`src/rtl/ping_pkg.sv`:
```
`default_nettype none
// ============================================================================
//  Module   : ping_pkg
//  Purpose  : Shared types and defaults for the phase_ping transmit sequencer.
//  Revision : 1.0  initial release
// ============================================================================
package ping_pkg;

  // System clock; blanking and holdoff defaults are derived from it.
  localparam int CLK_HZ          = 48_000_000;

  localparam int DEF_HPW         = 16;
  localparam int DEF_NCW         = 8;
  localparam int DEF_DEAD_CYC    = 4;
  localparam int DEF_BLANK_CYC   = CLK_HZ / 100_000;  // 10 us ring-down
  localparam int DEF_LISTEN_CYC  = 4096;
  localparam int DEF_HOLDOFF_CYC = CLK_HZ / 1_000;    // 1 ms re-trigger guard

  typedef enum logic [2:0] {
    IDLE    = 3'd0,
    DRIVE   = 3'd1,
    BLANK   = 3'd2,
    LISTEN  = 3'd3,
    HOLDOFF = 3'd4
  } state_t;

  // Largest of three phase lengths; sizes the shared phase timer.
  function automatic int max3(input int a, input int b, input int c);
    int m;
    m = (a > b) ? a : b;
    return (m > c) ? m : c;
  endfunction

endpackage
`default_nettype wire

```
`src/rtl/ping_seq_if.sv`:
```
`default_nettype none
// ============================================================================
//  Module   : ping_seq_if
//  Purpose  : Control/config inputs and bridge/receiver outputs of ping_seq.
//  Revision : 1.0  initial release
// ============================================================================
interface ping_seq_if
  import ping_pkg::*;
#(
  parameter int HPW = DEF_HPW,
  parameter int NCW = DEF_NCW
) ();

  logic           trig;
  logic           abort;
  logic [HPW-1:0] half_per;
  logic [NCW-1:0] n_cyc;
  logic           drv_p;
  logic           drv_n;
  logic           blank;
  logic           arm;
  logic           busy;
  logic           err;

  // Requester side (host / testbench)
  modport master (
    output trig, abort, half_per, n_cyc,
    input  drv_p, drv_n, blank, arm, busy, err
  );

  // Sequencer side
  modport slave (
    input  trig, abort, half_per, n_cyc,
    output drv_p, drv_n, blank, arm, busy, err
  );

endinterface
`default_nettype wire

```
`src/rtl/ping_bridge.sv`:
```
`default_nettype none
// ============================================================================
//  Module   : ping_bridge
//  Purpose  : Registered complementary bridge legs with dead-time insertion.
//             Inputs are the next-cycle half parity / in-half count so the
//             registered legs line up with the sequencer's state register.
//  Revision : 1.0  initial release
// ============================================================================
module ping_bridge #(
  parameter int HPW      = 16,
  parameter int DEAD_CYC = 4
) (
  input  wire logic           clk,
  input  wire logic           rst,    // asynchronous, active-low
  input  wire logic           en,
  input  wire logic           odd,
  input  wire logic [HPW-1:0] cnt,
  output logic                drv_p,
  output logic                drv_n
);

  logic drv_p_d, drv_p_q;
  logic drv_n_d, drv_n_q;
  logic live;

  // A leg may conduct only past the dead-time slot; parity picks the leg.
  always_comb begin
    live    = en && (cnt >= HPW'(DEAD_CYC));
    drv_p_d = live && !odd;
    drv_n_d = live &&  odd;
  end

  // Leg registers; reset drops both legs immediately.
  always_ff @(posedge clk or negedge rst) begin
    if (!rst) begin
      drv_p_q <= 1'b0;
      drv_n_q <= 1'b0;
    end else begin
      drv_p_q <= drv_p_d;
      drv_n_q <= drv_n_d;
    end
  end

  assign drv_p = drv_p_q;
  assign drv_n = drv_n_q;

  // Shoot-through guard: both legs high would short the bridge.
  a_leg_excl: assert property (@(posedge clk) disable iff (!rst) !(drv_p_q && drv_n_q));

endmodule
`default_nettype wire

```
`src/rtl/ping_seq.sv`:
```
`default_nettype none
// ============================================================================
//  Module   : ping_seq
//  Purpose  : Burst / blank / arm / listen / holdoff transmit sequencer.
//  Revision : 1.0  initial release
// ============================================================================
module ping_seq
  import ping_pkg::*;
#(
  parameter int DEAD_CYC    = DEF_DEAD_CYC,
  parameter int BLANK_CYC   = DEF_BLANK_CYC,
  parameter int LISTEN_CYC  = DEF_LISTEN_CYC,
  parameter int HOLDOFF_CYC = DEF_HOLDOFF_CYC,
  parameter int HPW         = DEF_HPW,
  parameter int NCW         = DEF_NCW
) (
  input  wire logic   clk,
  input  wire logic   rst,    // asynchronous, active-low
  ping_seq_if.slave   bus
);

  localparam int TMAX = max3(BLANK_CYC, LISTEN_CYC, HOLDOFF_CYC);
  localparam int TW   = $clog2(TMAX + 1);

  state_t         state_q, state_d;
  logic [HPW-1:0] c_q, c_d;        // in-half counter
  logic [NCW:0]   h_q, h_d;        // half index
  logic [HPW-1:0] hp_q, hp_d;      // latched half-period
  logic [NCW-1:0] nc_q, nc_d;      // latched cycle count
  logic [TW-1:0]  t_q, t_d;        // BLANK/LISTEN/HOLDOFF timer
  logic           blank_q, blank_d;
  logic           arm_q, arm_d;
  logic           busy_q, busy_d;
  logic           err_q, err_d;
  logic [NCW:0]   h_last;
  logic           cfg_ok;
  logic           drv_p_w, drv_n_w;

  // Sequencer next state, counters and registered-output decode.
  always_comb begin
    state_d = state_q;
    c_d     = c_q;
    h_d     = h_q;
    hp_d    = hp_q;
    nc_d    = nc_q;
    t_d     = t_q;
    err_d   = 1'b0;
    h_last  = {nc_q, 1'b0} - (NCW+1)'(1);
    cfg_ok  = (bus.half_per > HPW'(DEAD_CYC)) && (bus.n_cyc != '0);

    if (bus.abort) begin
      // Abort outranks everything, including a trigger in IDLE.
      state_d = IDLE;
      c_d     = '0;
      h_d     = '0;
      t_d     = '0;
    end else begin
      case (state_q)
        IDLE: begin
          if (bus.trig) begin
            if (cfg_ok) begin
              state_d = DRIVE;
              hp_d    = bus.half_per;
              nc_d    = bus.n_cyc;
              c_d     = '0;
              h_d     = '0;
            end else begin
              err_d = 1'b1;
            end
          end
        end
        DRIVE: begin
          if (c_q == hp_q - HPW'(1)) begin
            c_d = '0;
            if (h_q == h_last) begin
              state_d = BLANK;
              h_d     = '0;
              t_d     = '0;
            end else begin
              h_d = h_q + (NCW+1)'(1);
            end
          end else begin
            c_d = c_q + HPW'(1);
          end
        end
        BLANK: begin
          if (t_q == TW'(BLANK_CYC - 1)) begin
            state_d = LISTEN;
            t_d     = '0;
          end else begin
            t_d = t_q + TW'(1);
          end
        end
        LISTEN: begin
          if (t_q == TW'(LISTEN_CYC - 1)) begin
            state_d = HOLDOFF;
            t_d     = '0;
          end else begin
            t_d = t_q + TW'(1);
          end
        end
        HOLDOFF: begin
          if (t_q == TW'(HOLDOFF_CYC - 1)) begin
            state_d = IDLE;
            t_d     = '0;
          end else begin
            t_d = t_q + TW'(1);
          end
        end
        default: state_d = IDLE;
      endcase
    end

    // Outputs are decoded from the next state so they register in step.
    blank_d = (state_d == DRIVE) || (state_d == BLANK);
    arm_d   = (state_d == LISTEN) && (state_q != LISTEN);
    busy_d  = (state_d != IDLE);
  end

  // State, counters, latched config and output registers.
  always_ff @(posedge clk or negedge rst) begin
    if (!rst) begin
      state_q <= IDLE;
      c_q     <= '0;
      h_q     <= '0;
      hp_q    <= '0;
      nc_q    <= '0;
      t_q     <= '0;
      blank_q <= 1'b0;
      arm_q   <= 1'b0;
      busy_q  <= 1'b0;
      err_q   <= 1'b0;
    end else begin
      state_q <= state_d;
      c_q     <= c_d;
      h_q     <= h_d;
      hp_q    <= hp_d;
      nc_q    <= nc_d;
      t_q     <= t_d;
      blank_q <= blank_d;
      arm_q   <= arm_d;
      busy_q  <= busy_d;
      err_q   <= err_d;
    end
  end

  ping_bridge #(
    .HPW      (HPW),
    .DEAD_CYC (DEAD_CYC)
  ) u_bridge (
    .clk   (clk),
    .rst   (rst),
    .en    (state_d == DRIVE),
    .odd   (h_d[0]),
    .cnt   (c_d),
    .drv_p (drv_p_w),
    .drv_n (drv_n_w)
  );

  assign bus.drv_p = drv_p_w;
  assign bus.drv_n = drv_n_w;
  assign bus.blank = blank_q;
  assign bus.arm   = arm_q;
  assign bus.busy  = busy_q;
  assign bus.err   = err_q;

endmodule
`default_nettype wire

```
`src/flat_wrapper.sv`:
```
// flat-port wrapper written by rule: the top's interface ports become plain ports
module ping_seq_flat import ping_pkg::*;
#(
  parameter int DEAD_CYC    = DEF_DEAD_CYC,
  parameter int BLANK_CYC   = DEF_BLANK_CYC,
  parameter int LISTEN_CYC  = DEF_LISTEN_CYC,
  parameter int HOLDOFF_CYC = DEF_HOLDOFF_CYC,
  parameter int HPW         = DEF_HPW,
  parameter int NCW         = DEF_NCW
)
  (clk, rst, bus_trig, bus_abort, bus_half_per, bus_n_cyc, bus_drv_p, bus_drv_n, bus_blank, bus_arm, bus_busy, bus_err);
  ping_seq_if #(.HPW(HPW), .NCW(NCW)) bus_i ();
  input  wire logic clk;
  input  wire logic rst;
  input wire logic [$bits(bus_i.trig)-1:0] bus_trig;
  input wire logic [$bits(bus_i.abort)-1:0] bus_abort;
  input wire logic [$bits(bus_i.half_per)-1:0] bus_half_per;
  input wire logic [$bits(bus_i.n_cyc)-1:0] bus_n_cyc;
  output wire logic [$bits(bus_i.drv_p)-1:0] bus_drv_p;
  output wire logic [$bits(bus_i.drv_n)-1:0] bus_drv_n;
  output wire logic [$bits(bus_i.blank)-1:0] bus_blank;
  output wire logic [$bits(bus_i.arm)-1:0] bus_arm;
  output wire logic [$bits(bus_i.busy)-1:0] bus_busy;
  output wire logic [$bits(bus_i.err)-1:0] bus_err;
  assign bus_i.trig = bus_trig;
  assign bus_i.abort = bus_abort;
  assign bus_i.half_per = bus_half_per;
  assign bus_i.n_cyc = bus_n_cyc;
  assign bus_drv_p = bus_i.drv_p;
  assign bus_drv_n = bus_i.drv_n;
  assign bus_blank = bus_i.blank;
  assign bus_arm = bus_i.arm;
  assign bus_busy = bus_i.busy;
  assign bus_err = bus_i.err;
  ping_seq #(.DEAD_CYC(DEAD_CYC), .BLANK_CYC(BLANK_CYC), .LISTEN_CYC(LISTEN_CYC), .HOLDOFF_CYC(HOLDOFF_CYC), .HPW(HPW), .NCW(NCW)) u_core (.clk(clk), .rst(rst), .bus(bus_i));
endmodule
```
`config.mk`:
```
export PLATFORM = sky130hd
export DESIGN_NAME = ping_seq_flat
export DESIGN_NICKNAME = d
export VERILOG_FILES = /design/src/rtl/ping_pkg.sv /design/src/rtl/ping_seq_if.sv /design/src/rtl/ping_bridge.sv /design/src/rtl/ping_seq.sv /design/src/flat_wrapper.sv
export SDC_FILE = /design/constraint.sdc
export NUM_CORES = 1
export LEC_CHECK = 0
export ABC_CLOCK_PERIOD_IN_PS = 4330
export CORE_ASPECT_RATIO = 0.5
export CORE_MARGIN = 2
export CORE_UTILIZATION = 40
export DETAILED_ROUTE_END_ITERATION = 10
export HOLD_SLACK_MARGIN = 0.03
export PLACE_DENSITY = 0.69
export SETUP_SLACK_MARGIN = 0.2
export SYNTH_ARGS = -nofsm -noshare
export SYNTH_HDL_FRONTEND = slang
export SYNTH_SLANG_ARGS = --single-unit
```
`constraint.sdc`:
```
create_clock -name clk -period 4.33 [get_ports clk]
set_clock_uncertainty 0.2 [all_clocks]
set_input_delay 0.866 -clock clk [delete_from_list [all_inputs] [get_ports clk]]
set_output_delay 0.866 -clock clk [all_outputs]
set_load 0.005 [all_outputs]
```
==> flow_metrics.env <==
export IMPL_async_reset_ff_frac=1.00
export IMPL_yosysWarnings=0
export IMPL_cts_resized_gates=0
export IMPL_power_mw=1.83
export IMPL_critical_path_cell_chain="inv_1 > ha_1 > nor2b_1 > and3_1 > o21ai_0 > a211o_1 > a2111oi_4 > a21oi_1 > nand2_1 > buf_4 > o21ai_1 > nor4b_2 > a21oi_1"
export IMPL_cts_sinks=74
export IMPL_dieWidth_um=156
export IMPL_hp_start="u_core.t_q[3]"
export IMPL_num_io_pins=34
export IMPL_core_area_sq_um=11100
export IMPL_synth_ff_type="dfrtp_1"
export IMPL_gp_congestion=0.866
export IMPL_die_h_um=80.0
export IMPL_mostFrequentLayoutCells="74 x dfrtp_1, 50 x nor2_1, 42 x o21ai_0, 36 x nand2_1, 32 x clkdlybuf4s50_1"
export IMPL_yosysUniqueCellTypes=61
export IMPL_num_vias=3900
export IMPL_synthTopCellsByArea="dfrtp_1 40%, mux2_2 6.6%, o21ai_0 4.5%"
export IMPL_rsz0062_at_grt="false"
export IMPL_worstPathMaxFanout=10
export IMPL_fmax_mhz=287
export IMPL_crit_path_end_kind="flop"
export IMPL_cts_root_buf="clkbuf_16"
export IMPL_tritoncts="yes"
export IMPL_r2r_end="u_core.u_bridge.drv_p"
export IMPL_syn_num_nets=541
export IMPL_drt_iter0_markers=376
export IMPL_clk_latency_ps=340
export IMPL_nNetsFinal=568
export IMPL_drive_above_1_share=0.115
export IMPL_synth_seq_cells=74
export IMPL_reg2reg_slack_ps=840
export IMPL_dp_final_hpwl_um=7920
export IMPL_cts_buffer_depth=2
export IMPL_slew_viol_final=0
export IMPL_arrival_ps=3500
export IMPL_cts_buffers=9
export IMPL_setup_tns_ps=0
export IMPL_initial_core_util=0.416
export IMPL_viasPerCell=5.69
export IMPL_grt_pass1_vias=3557
export IMPL_row_count=27
export IMPL_syn_cell_area_sq_um=4630
export IMPL_crit_path_max_incr_delay_ps=420
export IMPL_worstMarginPinSlew_ps=942
export IMPL_min_period_over_period=0.806
export IMPL_syn_area_per_cell_sq_um=9.11
export IMPL_grt_max_degree=75
export IMPL_synth_edf_count=0
export IMPL_stdcell_count=685
export IMPL_overflow=0
export IMPL_critPathLaunchType="flop"
export IMPL_portBuffers=33
export IMPL_final_antenna_net_count=0
export IMPL_ir_drop_uv=159
export IMPL_drt_total_wl_um=10900
export IMPL_hold_buffers=0
export IMPL_hold_path_class="flop to flop"
export IMPL_critPathSlowestCell="dfrtp_1"
export IMPL_synth_top_area_cell="dfrtp_1"
export IMPL_finalHoldViolations=0
export IMPL_syn_inst=508
export IMPL_reg2regPathDepth=13
export IMPL_layout_commonest_cell="dfrtp_1"
export IMPL_post_cts_buffers=0
export IMPL_timing_final_crit_period_ps=3490
export IMPL_grt_pass1_wl_um=18200
export IMPL_first_pass_iters=5
export IMPL_grt_total_usage=0.188
export IMPL_wl_per_cell_um=16.0
export IMPL_diodes=0
export IMPL_worst_ep_required_time_ps=4340
export IMPL_hold_depth=1
export IMPL_maxCapViolations=0
export IMPL_area_growth_pct=16.4
export IMPL_finalSetupViolCount=0
export IMPL_r2r_start="u_core.hp_q[0]"
export IMPL_p_per_area_nw_per_um2=340
export IMPL_cts_max_level=3
export IMPL_dpl_cell_count=669
export IMPL_whs_endpoint="u_core.t_q[3]"
export IMPL_critPathKind="flop to flop"
export IMPL_dieArea_sq_um=12500
export IMPL_maxSlewHeadroom=0.372
export IMPL_synth_seq_area_share=0.400
export IMPL_p_leak_nw=2.15
export IMPL_grt_antenna_before_repair=0
export IMPL_cp_common_cell="a21oi_1"
export IMPL_status="finished clean"
export IMPL_timing_hold_ws_ps=324
export IMPL_path_clk_slew_ps=60
export IMPL_drc=0
export IMPL_synth_top_area_share=0.400
==> area by class of cell <==
class / instances / area, sq um
Clock buffer: 10 / 229
Clock inverter: 6 / 57.6
Fill cell: 1026 / 5730
Inverter: 7 / 26.3
Multi-Input combinational cell: 402 / 2650
Sequential cell: 74 / 1850
Tap cell: 145 / 181
Timing Repair Buffer: 41 / 388
==> metrics by stage <==
step | cell area (sq um) | utilization | setup slack (ps)
after CTS | 5380 | 0.484 | 816
after global placement | 5100 | 0.459 | 527
after global routing | 5380 | 0.484 | 600
after detailed placement | 5100 | 0.459 | 475
after floorplan | 4630 | - | 1300
final | 5380 | 0.484 | 840
==> metal layers <==
metal / share of wire / vias up / routed length, um / global-route usage
li1: - / 1915 / - / -
met1: 0.52 / 1852 / 5660 / 0.273
met2: 0.41 / 120 / 4450 / 0.275
met3: 0.063 / 13 / 691 / 0.0445
met4: 0.013 / 0 / 140 / 0.0615
met5: 0 / - / 0 / 0
==> report_power, final <==
part	switching (mW)	total, mW	internal [mW]
clock network	0.283	0.724	0.442
registers	0.0757	0.815	0.739
logic	0.142	0.291	0.149
total	0.501	1.83	1.33
==> synthesized netlist by cell type (all sizes together), types with 3 or more instances <==
cell type   n
dfrtp      74
nor2       51
o21ai      44
nand2      36
nand3      29
mux2       27
a21oi      22
clkbuf     21
xnor2      19
xor2       18
nor3       16
nor4       14
and3       12
nor2b      11
nand4       9
nor3b       9
or3         7
inv         6
a31oi       5
ha          5
mux2i       5
nand2b      5
o31ai       5
a22oi       4
and3b       4
buf         4
nand3b      4
o2111ai     4
a211oi      3
a21o        3
==> registers in the layout, summed over array words and instances, names as in the netlist <==
name,cells
u_core.state_q,3
u_core.u_bridge.drv_n,1
u_core.c_q,16
u_core.bus.err,1
u_core.h_q,9
u_core.u_bridge.drv_p,1
u_core.bus.blank,1
u_core.hp_q,16
u_core.nc_q,8
u_core.t_q,16
u_core.bus.busy,1
u_core.bus.arm,1
==> cell families after synthesis <==
kind of cell	Yosys count	synth area share
AOI/OAI and AO/OA	110	0.156
xor gates and xnor gates	37	0.0701
adders and majority gates	5	0.0135
buffers and inverters	32	0.0270
DFF	74	0.400
muxes	32	0.0765
and+or+nand+nor	218	0.257
==> worst max-delay path by stage <==
stage	start	endpoint	slack [ps]	cells past startpoint
after global routing	u_core.hp_q[0]	u_core.u_bridge.drv_n	600	13
after global placement	bus_half_per[14]	u_core.u_bridge.drv_n	530	12
final	u_core.hp_q[0]	u_core.u_bridge.drv_p	840	13
after floorplan	u_core.hp_q[0]	u_core.u_bridge.drv_n	1300	13
after detailed placement	bus_half_per[12]	u_core.u_bridge.drv_p	480	12
after CTS	bus_half_per[12]	u_core.u_bridge.drv_p	820	12
==> worst max-delay path, delay by kind of cell, from the launching register on <==
family	cells	cell delay, ps
AO/OA/AOI/OAI	6	1280
buffers and inverters	2	280
flip-flops	1	420
AND/OR/NAND/NOR	4	1020
adder cells (fa/ha/maj)	1	170
Power figures use the tool's default switching activity.
